File: config.mk
export PLATFORM = sky130hd
export DESIGN_NAME = generation_sequencer
export DESIGN_NICKNAME = d
export VERILOG_FILES = /design/src/rtl/gol_pkg.sv /design/src/rtl/row_neighbour.sv /design/src/rtl/generation_sequencer.sv
export SDC_FILE = /design/constraint.sdc
export NUM_CORES = 1
export LEC_CHECK = 0
export CAP_MARGIN = 20
export CELL_PAD_IN_SITES_DETAIL_PLACEMENT = 0
export CELL_PAD_IN_SITES_GLOBAL_PLACEMENT = 1
export CORE_MARGIN = 3
export CORE_UTILIZATION = 44
export DETAILED_ROUTE_END_ITERATION = 16
export GPL_ROUTABILITY_DRIVEN = 0
export PLACE_DENSITY_LB_ADDON = 0.05
export SYNTH_ARGS = -nofsm -noshare
export SYNTH_HDL_FRONTEND = slang
export SYNTH_SLANG_ARGS = --single-unit
File: constraint.sdc
create_clock -name out_stream_aclk -period 6.6 [get_ports out_stream_aclk]
set_input_delay 0.66 -clock out_stream_aclk [delete_from_list [all_inputs] [get_ports out_stream_aclk]]
set_output_delay 0.66 -clock out_stream_aclk [all_outputs]
set_load 0.01 [all_outputs]
File: src/rtl/gol_pkg.sv
// Shared definitions for the Game-of-Life generation sequencer: state encoding,
// default grid height and a constant clog2 helper for port sizing.
package gol_pkg;

  localparam int DEFAULT_ROWS = 720;

  typedef enum logic [2:0] {
    ST_IDLE,
    ST_ISSUE,
    ST_WAIT,
    ST_SWAP,
    ST_DONE
  } seq_state_t;

  function automatic int clog2(input int n);
    int r;
    r = 0;
    for (int i = 0; i < 31; i++) begin
      if ((1 << i) < n) r = i + 1;
    end
    return r;
  endfunction

endpackage

File: src/rtl/row_neighbour.sv
// Maps the row being computed to its upper and lower neighbours, and flags
// neighbours that fall off the grid when edges are dead rather than toroidal.
module row_neighbour
  import gol_pkg::*;
#(
  parameter int ROWS  = DEFAULT_ROWS,
  parameter int ROW_W = clog2(ROWS)
) (
  input  logic [ROW_W-1:0] row,
  input  logic             wrap,
  output logic [ROW_W-1:0] top_row,
  output logic [ROW_W-1:0] bot_row,
  output logic             top_dead,
  output logic             bot_dead
);

  localparam logic [ROW_W-1:0] LAST = ROW_W'(ROWS - 1);

  always_comb begin
    top_row  = (row == '0)   ? LAST : row - ROW_W'(1);
    bot_row  = (row == LAST) ? '0   : row + ROW_W'(1);
    top_dead = !wrap && (row == '0);
    bot_dead = !wrap && (row == LAST);
  end

endmodule

File: src/rtl/generation_sequencer.sv
// Steps the line buffer through every row of each generation, swapping the
// ping-pong banks between generations until the requested count is reached.
//
// state | meaning
// IDLE  | waiting for start; banks and gens_done hold their last values
// ISSUE | pulse row_req for calc_row once pause is low
// WAIT  | waiting for row_valid from the line buffer
// SWAP  | generation finished: toggle banks, count it, restart or finish
// DONE  | one-cycle done pulse, busy already low
module generation_sequencer
  import gol_pkg::*;
#(
  parameter int  ROWS  = DEFAULT_ROWS,
  parameter int  GEN_W = 16,
  localparam int ROW_W = clog2(ROWS)
) (
  input  logic             out_stream_aclk,
  input  logic             out_stream_aresetn,
  input  logic             start,
  input  logic [GEN_W-1:0] gen_count,
  input  logic             wrap_mode,
  input  logic             pause,
  input  logic             row_valid,
  output logic             busy,
  output logic             done,
  output logic             calc_flag,
  output logic             row_req,
  output logic [ROW_W-1:0] calc_row,
  output logic [ROW_W-1:0] top_row,
  output logic [ROW_W-1:0] bot_row,
  output logic             top_dead,
  output logic             bot_dead,
  output logic             read_bank,
  output logic             write_bank,
  output logic [GEN_W-1:0] gens_done,
  output logic             seq_err
);

  localparam logic [ROW_W-1:0] LAST = ROW_W'(ROWS - 1);

  seq_state_t       state, state_nxt;
  logic [GEN_W-1:0] gen_lat, gen_lat_nxt, gens_done_nxt;
  logic [ROW_W-1:0] calc_row_nxt, top_nb, bot_nb;
  logic             wrap_lat, wrap_nxt, top_dead_nb, bot_dead_nb, row_load;
  logic             busy_nxt, done_nxt, calc_flag_nxt, row_req_nxt;
  logic             read_bank_nxt, seq_err_nxt;
  logic             last_row, last_gen;

  assign last_row = (calc_row == LAST);
  assign last_gen = ((gens_done + GEN_W'(1)) == gen_lat);

  always_ff @(posedge out_stream_aclk or negedge out_stream_aresetn) begin
    if (!out_stream_aresetn) begin
      state      <= ST_IDLE;
      gen_lat    <= '0;
      wrap_lat   <= 1'b0;
      busy       <= 1'b0;
      done       <= 1'b0;
      calc_flag  <= 1'b0;
      row_req    <= 1'b0;
      calc_row   <= '0;
      top_row    <= '0;
      bot_row    <= '0;
      top_dead   <= 1'b0;
      bot_dead   <= 1'b0;
      read_bank  <= 1'b0;
      write_bank <= 1'b1;
      gens_done  <= '0;
      seq_err    <= 1'b0;
    end else begin
      state      <= state_nxt;
      gen_lat    <= gen_lat_nxt;
      wrap_lat   <= wrap_nxt;
      busy       <= busy_nxt;
      done       <= done_nxt;
      calc_flag  <= calc_flag_nxt;
      row_req    <= row_req_nxt;
      calc_row   <= calc_row_nxt;
      read_bank  <= read_bank_nxt;
      write_bank <= !read_bank_nxt;
      gens_done  <= gens_done_nxt;
      seq_err    <= seq_err_nxt;
      // Neighbour outputs only move with calc_row, so they stay zero after reset.
      if (row_load) begin
        top_row  <= top_nb;
        bot_row  <= bot_nb;
        top_dead <= top_dead_nb;
        bot_dead <= bot_dead_nb;
      end
    end
  end

  always_comb begin
    state_nxt = state;
    case (state)
      ST_IDLE:  if (start) state_nxt = (gen_count == '0) ? ST_DONE : ST_ISSUE;
      ST_ISSUE: if (row_req) state_nxt = ST_WAIT;
      ST_WAIT:  if (row_valid) state_nxt = last_row ? ST_SWAP : ST_ISSUE;
      ST_SWAP:  state_nxt = last_gen ? ST_DONE : ST_ISSUE;
      ST_DONE:  state_nxt = ST_IDLE;
      default:  state_nxt = ST_IDLE;
    endcase
  end

  // Registered outputs are computed one cycle ahead so row_req can rise in the
  // cycle right after a start is accepted.
  always_comb begin
    gen_lat_nxt   = gen_lat;
    wrap_nxt      = wrap_lat;
    busy_nxt      = busy;
    done_nxt      = 1'b0;
    calc_flag_nxt = calc_flag;
    row_req_nxt   = 1'b0;
    calc_row_nxt  = calc_row;
    row_load      = 1'b0;
    read_bank_nxt = read_bank;
    gens_done_nxt = gens_done;
    seq_err_nxt   = seq_err;
    case (state)
      ST_IDLE: begin
        if (start) begin
          seq_err_nxt = 1'b0;
          if (gen_count == '0) begin
            done_nxt = 1'b1;
          end else begin
            gen_lat_nxt   = gen_count;
            wrap_nxt      = wrap_mode;
            gens_done_nxt = '0;
            calc_row_nxt  = '0;
            row_load      = 1'b1;
            busy_nxt      = 1'b1;
            calc_flag_nxt = 1'b1;
            row_req_nxt   = !pause;
          end
        end
      end
      ST_ISSUE: row_req_nxt = !row_req && !pause;
      ST_WAIT: begin
        if (row_valid && !last_row) begin
          calc_row_nxt = calc_row + ROW_W'(1);
          row_load     = 1'b1;
          row_req_nxt  = !pause;
        end
      end
      ST_SWAP: begin
        read_bank_nxt = !read_bank;
        gens_done_nxt = gens_done + GEN_W'(1);
        if (last_gen) begin
          done_nxt      = 1'b1;
          busy_nxt      = 1'b0;
          calc_flag_nxt = 1'b0;
        end else begin
          calc_row_nxt = '0;
          row_load     = 1'b1;
          row_req_nxt  = !pause;
        end
      end
      default: ;
    endcase
    if (row_valid && state != ST_WAIT) seq_err_nxt = 1'b1;
  end

  row_neighbour #(.ROWS(ROWS), .ROW_W(ROW_W)) u_row_neighbour (
    .row      (calc_row_nxt),
    .wrap     (wrap_nxt),
    .top_row  (top_nb),
    .bot_row  (bot_nb),
    .top_dead (top_dead_nb),
    .bot_dead (bot_dead_nb)
  );

endmodule

==> out/results.ini <==
[status]
status=completed

[global_routing]
grt-ovfl-total=0
gr-usage-all-layers=0.2319
grt_pass1_vias=3877
grt_antenna_before_repair=0
grt_pass1_wl_um=21070
grt_start_max_net_pins=75

[worst_setup_path]
cp_max_fo=20
worstPathBufferInverterCount=2
slowest_delay_ps=580
cp.required_ps=6810
critical_path.top_delay_family=simple AND/OR/NAND/NOR gates
crit_path_end_kind=flop
worstPathCellList=nand4_1 > nor4_1 > xnor2_1 > nor4_2 > or3b_4 > o21ai_2 > a21o_1 > buf_4 > nand2_1 > o21a_1 > inv_1 > ha_1 > o221a_2 > nand3_2 > nor3_2 > o41ai_1
arrival_ps=5710
cpMaxStageDelayCell=nor4_1
start_kind=flop
crit_type=reg2reg

[finish]
drive_gt1_frac=0.1165
n_antenna_cell=0
nNetsFinal=580
stdcell_count=691
fillCellCount=936
syn_to_final_growth_pct=21.86

[clock_tree]
clkLatencyLatePin_ps=360
ctsHtreeMaxLevel=3
cts_made_buffers=9
post_cts_buffers=0
hold_buffers=0
post_cts_resized=0
cts_tree=yes
cts.sinks=74
clk_pin_slew_ps=90
clock_path_buffers=2
clockRootBuffer=clkbuf_8

[timing]
fin_crit_sh=0.8336
tns_ps=0
hold_violations=0
maxSlewViolCount=0
skew_ps=15.72
slew_headroom=0.2929
setup_viol=0
rsz0062_at_grt=no
fmax_mhz=181.8
worst_pin_slew_ps=1057
finalCriticalPeriod_ps=5502

[drt]
wl_per_cell_um=18.57
drcViolationCount=0
antenna_left=0
routed_wl_um=12830
vias=4126
dr.pass1.iters=5
viasPerCell=5.971
drt_iter0_markers=337

[power_and_ir_drop]
power_density_mw_per_mm2=313.1
ir_drop_mv=0.1806
p_leak_nw=2.224

[yosys]
synth_top_cell_by_area=dfrtp_1
avgSynthCellArea_sq_um=9.166
synth_fp_nets=521
synth_ff_type=dfrtp_1
yosysTopAreaCellShare=0.4034
yosysMostFrequentCell=dfrtp_1
synthCells=494
ys_seq_elements=74
yosysUniqueCellTypes=77
synth_edf_count=0
syn_area_sq_mm=0.004528
synth.top_cells.by_count=73 x dfrtp_1, 54 x nand2_1, 35 x nor2_1, 32 x o21ai_0, 27 x a21oi_1
ys_seq_area_frac=0.4092
yosys_warnings=0
ys_top_cells_by_area=dfrtp_1 40%, xnor2_1 5.0%, nand2_1 4.5%
ys_async_sr_fraction=1.000

[worst_hold_path]
hold_class=in2async

[floorplan]
die_w_um=107.4
initial_core_util=0.4569
io_pins=77
die_area_sq_mm=0.01154
fp-row-count=36
die_h_um=107.4
core_area_sq_mm=0.009910

[placed_design]
dp.cells=674
port_buffers=76
hpwl_um=9204

[run]
cap_violations=0

final cells by class:
| type | instances | area, sq um | share of cell area |
|---|---|---|---|
| inverter | 18 | 73.82 | 0.01338 |
| multi-input combinational | 370 | 2450 | 0.4440 |
| clock inverter | 6 | 48.80 | 0.008844 |
| tap | 133 | 166.4 | 0.03016 |
| timing repair buffer | 80 | 788.3 | 0.1429 |
| sequential | 74 | 1853 | 0.3358 |
| clock buffer | 10 | 137.6 | 0.02494 |
where the power goes:
| group | internal (mW) | leakage (nW) | total, mW | switching, mW |
|---|---|---|---|---|
| Sequential | 0.560 | 0.935 | 0.675 | 0.115 |
| Combinational | 0.328 | 1.20 | 0.704 | 0.376 |
| Clock | 0.150 | 0.0855 | 0.348 | 0.198 |
| Total | 1.04 | 2.22 | 1.73 | 0.689 |
flip-flops by register name, summed over array words and instances, names as in the netlist:
register / cells
gen_lat: 16
gens_done: 16
bot_row: 10
calc_row: 10
top_row: 10
state: 3
bot_dead: 1
calc_flag: 1
done: 1
read_bank: 1
row_req: 1
seq_err: 1
top_dead: 1
wrap_lat: 1
write_bank: 1
layout by cell type, fill, tap and decap left out, types with 5 or more instances in the layout:
cell              n
and4_1            5
ha_1              5
a31oi_1           9
o31ai_1          10
nand4_1           8
a21oi_1          27
clkdlybuf4s50_1  75
dfrtp_1          73
nand2_1          54
nor2_1           35
buf_4             5
nor4_1           11
inv_1            14
o21ai_0          32
xor2_1            8
or3_1             5
xnor2_1          26
nor3_1           10
clkbuf_8         10
nand2b_1          6
nand3_1          15
mux2_2           17
cells by family (layout without fill, tap and decap cells):
| family | after synthesis | count (layout) | share of synthesized area |
|---|---|---|---|
| xor+xnor | 35 | 35 | 0.07074 |
| compound gates | 132 | 132 | 0.1981 |
| buf+inv | 50 | 114 | 0.04973 |
| fa+ha+maj | 5 | 5 | 0.01382 |
| flops | 74 | 74 | 0.4092 |
| simple gates | 181 | 181 | 0.2161 |
| mux | 17 | 17 | 0.04228 |
stage by stage:
step / util / worst slack [ps] / hold WS (ps) / total power, mW / cell area (sq um)
after floorplan: - / 2508 / 364.4 / 1.127 / 4528
after global routing: 0.5568 / 705.9 / 512.4 / 1.841 / 5518
after CTS: 0.5561 / 1115 / 478.3 / 1.729 / 5510
after global placement: 0.5372 / 1453 / 468.0 / 1.370 / 5324
final: 0.5568 / 1098 / 444.3 / 1.727 / 5518
after detailed placement: 0.5372 / 1154 / 472.0 / 1.376 / 5324
worst reg2reg max path, cell delays in order, from the launching register on:
cell and delay [ps]:
dfrtp_1 560, nand4_1 470, nor4_1 580, xnor2_1 140
nor4_2 300, or3b_4 450, o21ai_2 530, a21o_1 490
buf_4 340, nand2_1 90, o21a_1 170, inv_1 110
ha_1 230, o221a_2 290, nand3_2 120, nor3_2 340
o41ai_1 150
routing by layer:
layer | part of all wire | routed length, um | global-route usage
met1 | 0.51 | 6580 | 0.3807
met2 | 0.41 | 5283 | 0.3110
met3 | 0.064 | 818 | 0.04139
met4 | 0.012 | 149 | 0.05320
met5 | 0 | 0 | 0
final timing paths:
check | to | cells after the start | slack [ps] | from
max in group asynchronous | top_row[8] | 1 | 5520 | out_stream_aresetn
min in group out_stream_aclk | bot_row[4] | 2 | 490 | bot_row[4]
worst min-delay path | gens_done[2] | 1 | 440 | out_stream_aresetn
worst max register to register | bot_row[3] | 16 | 1100 | gens_done[5]
worst min register to register | bot_row[4] | 2 | 490 | bot_row[4]
worst max-delay path | bot_row[3] | 16 | 1100 | gens_done[5]
Power figures use the tool's default switching activity.
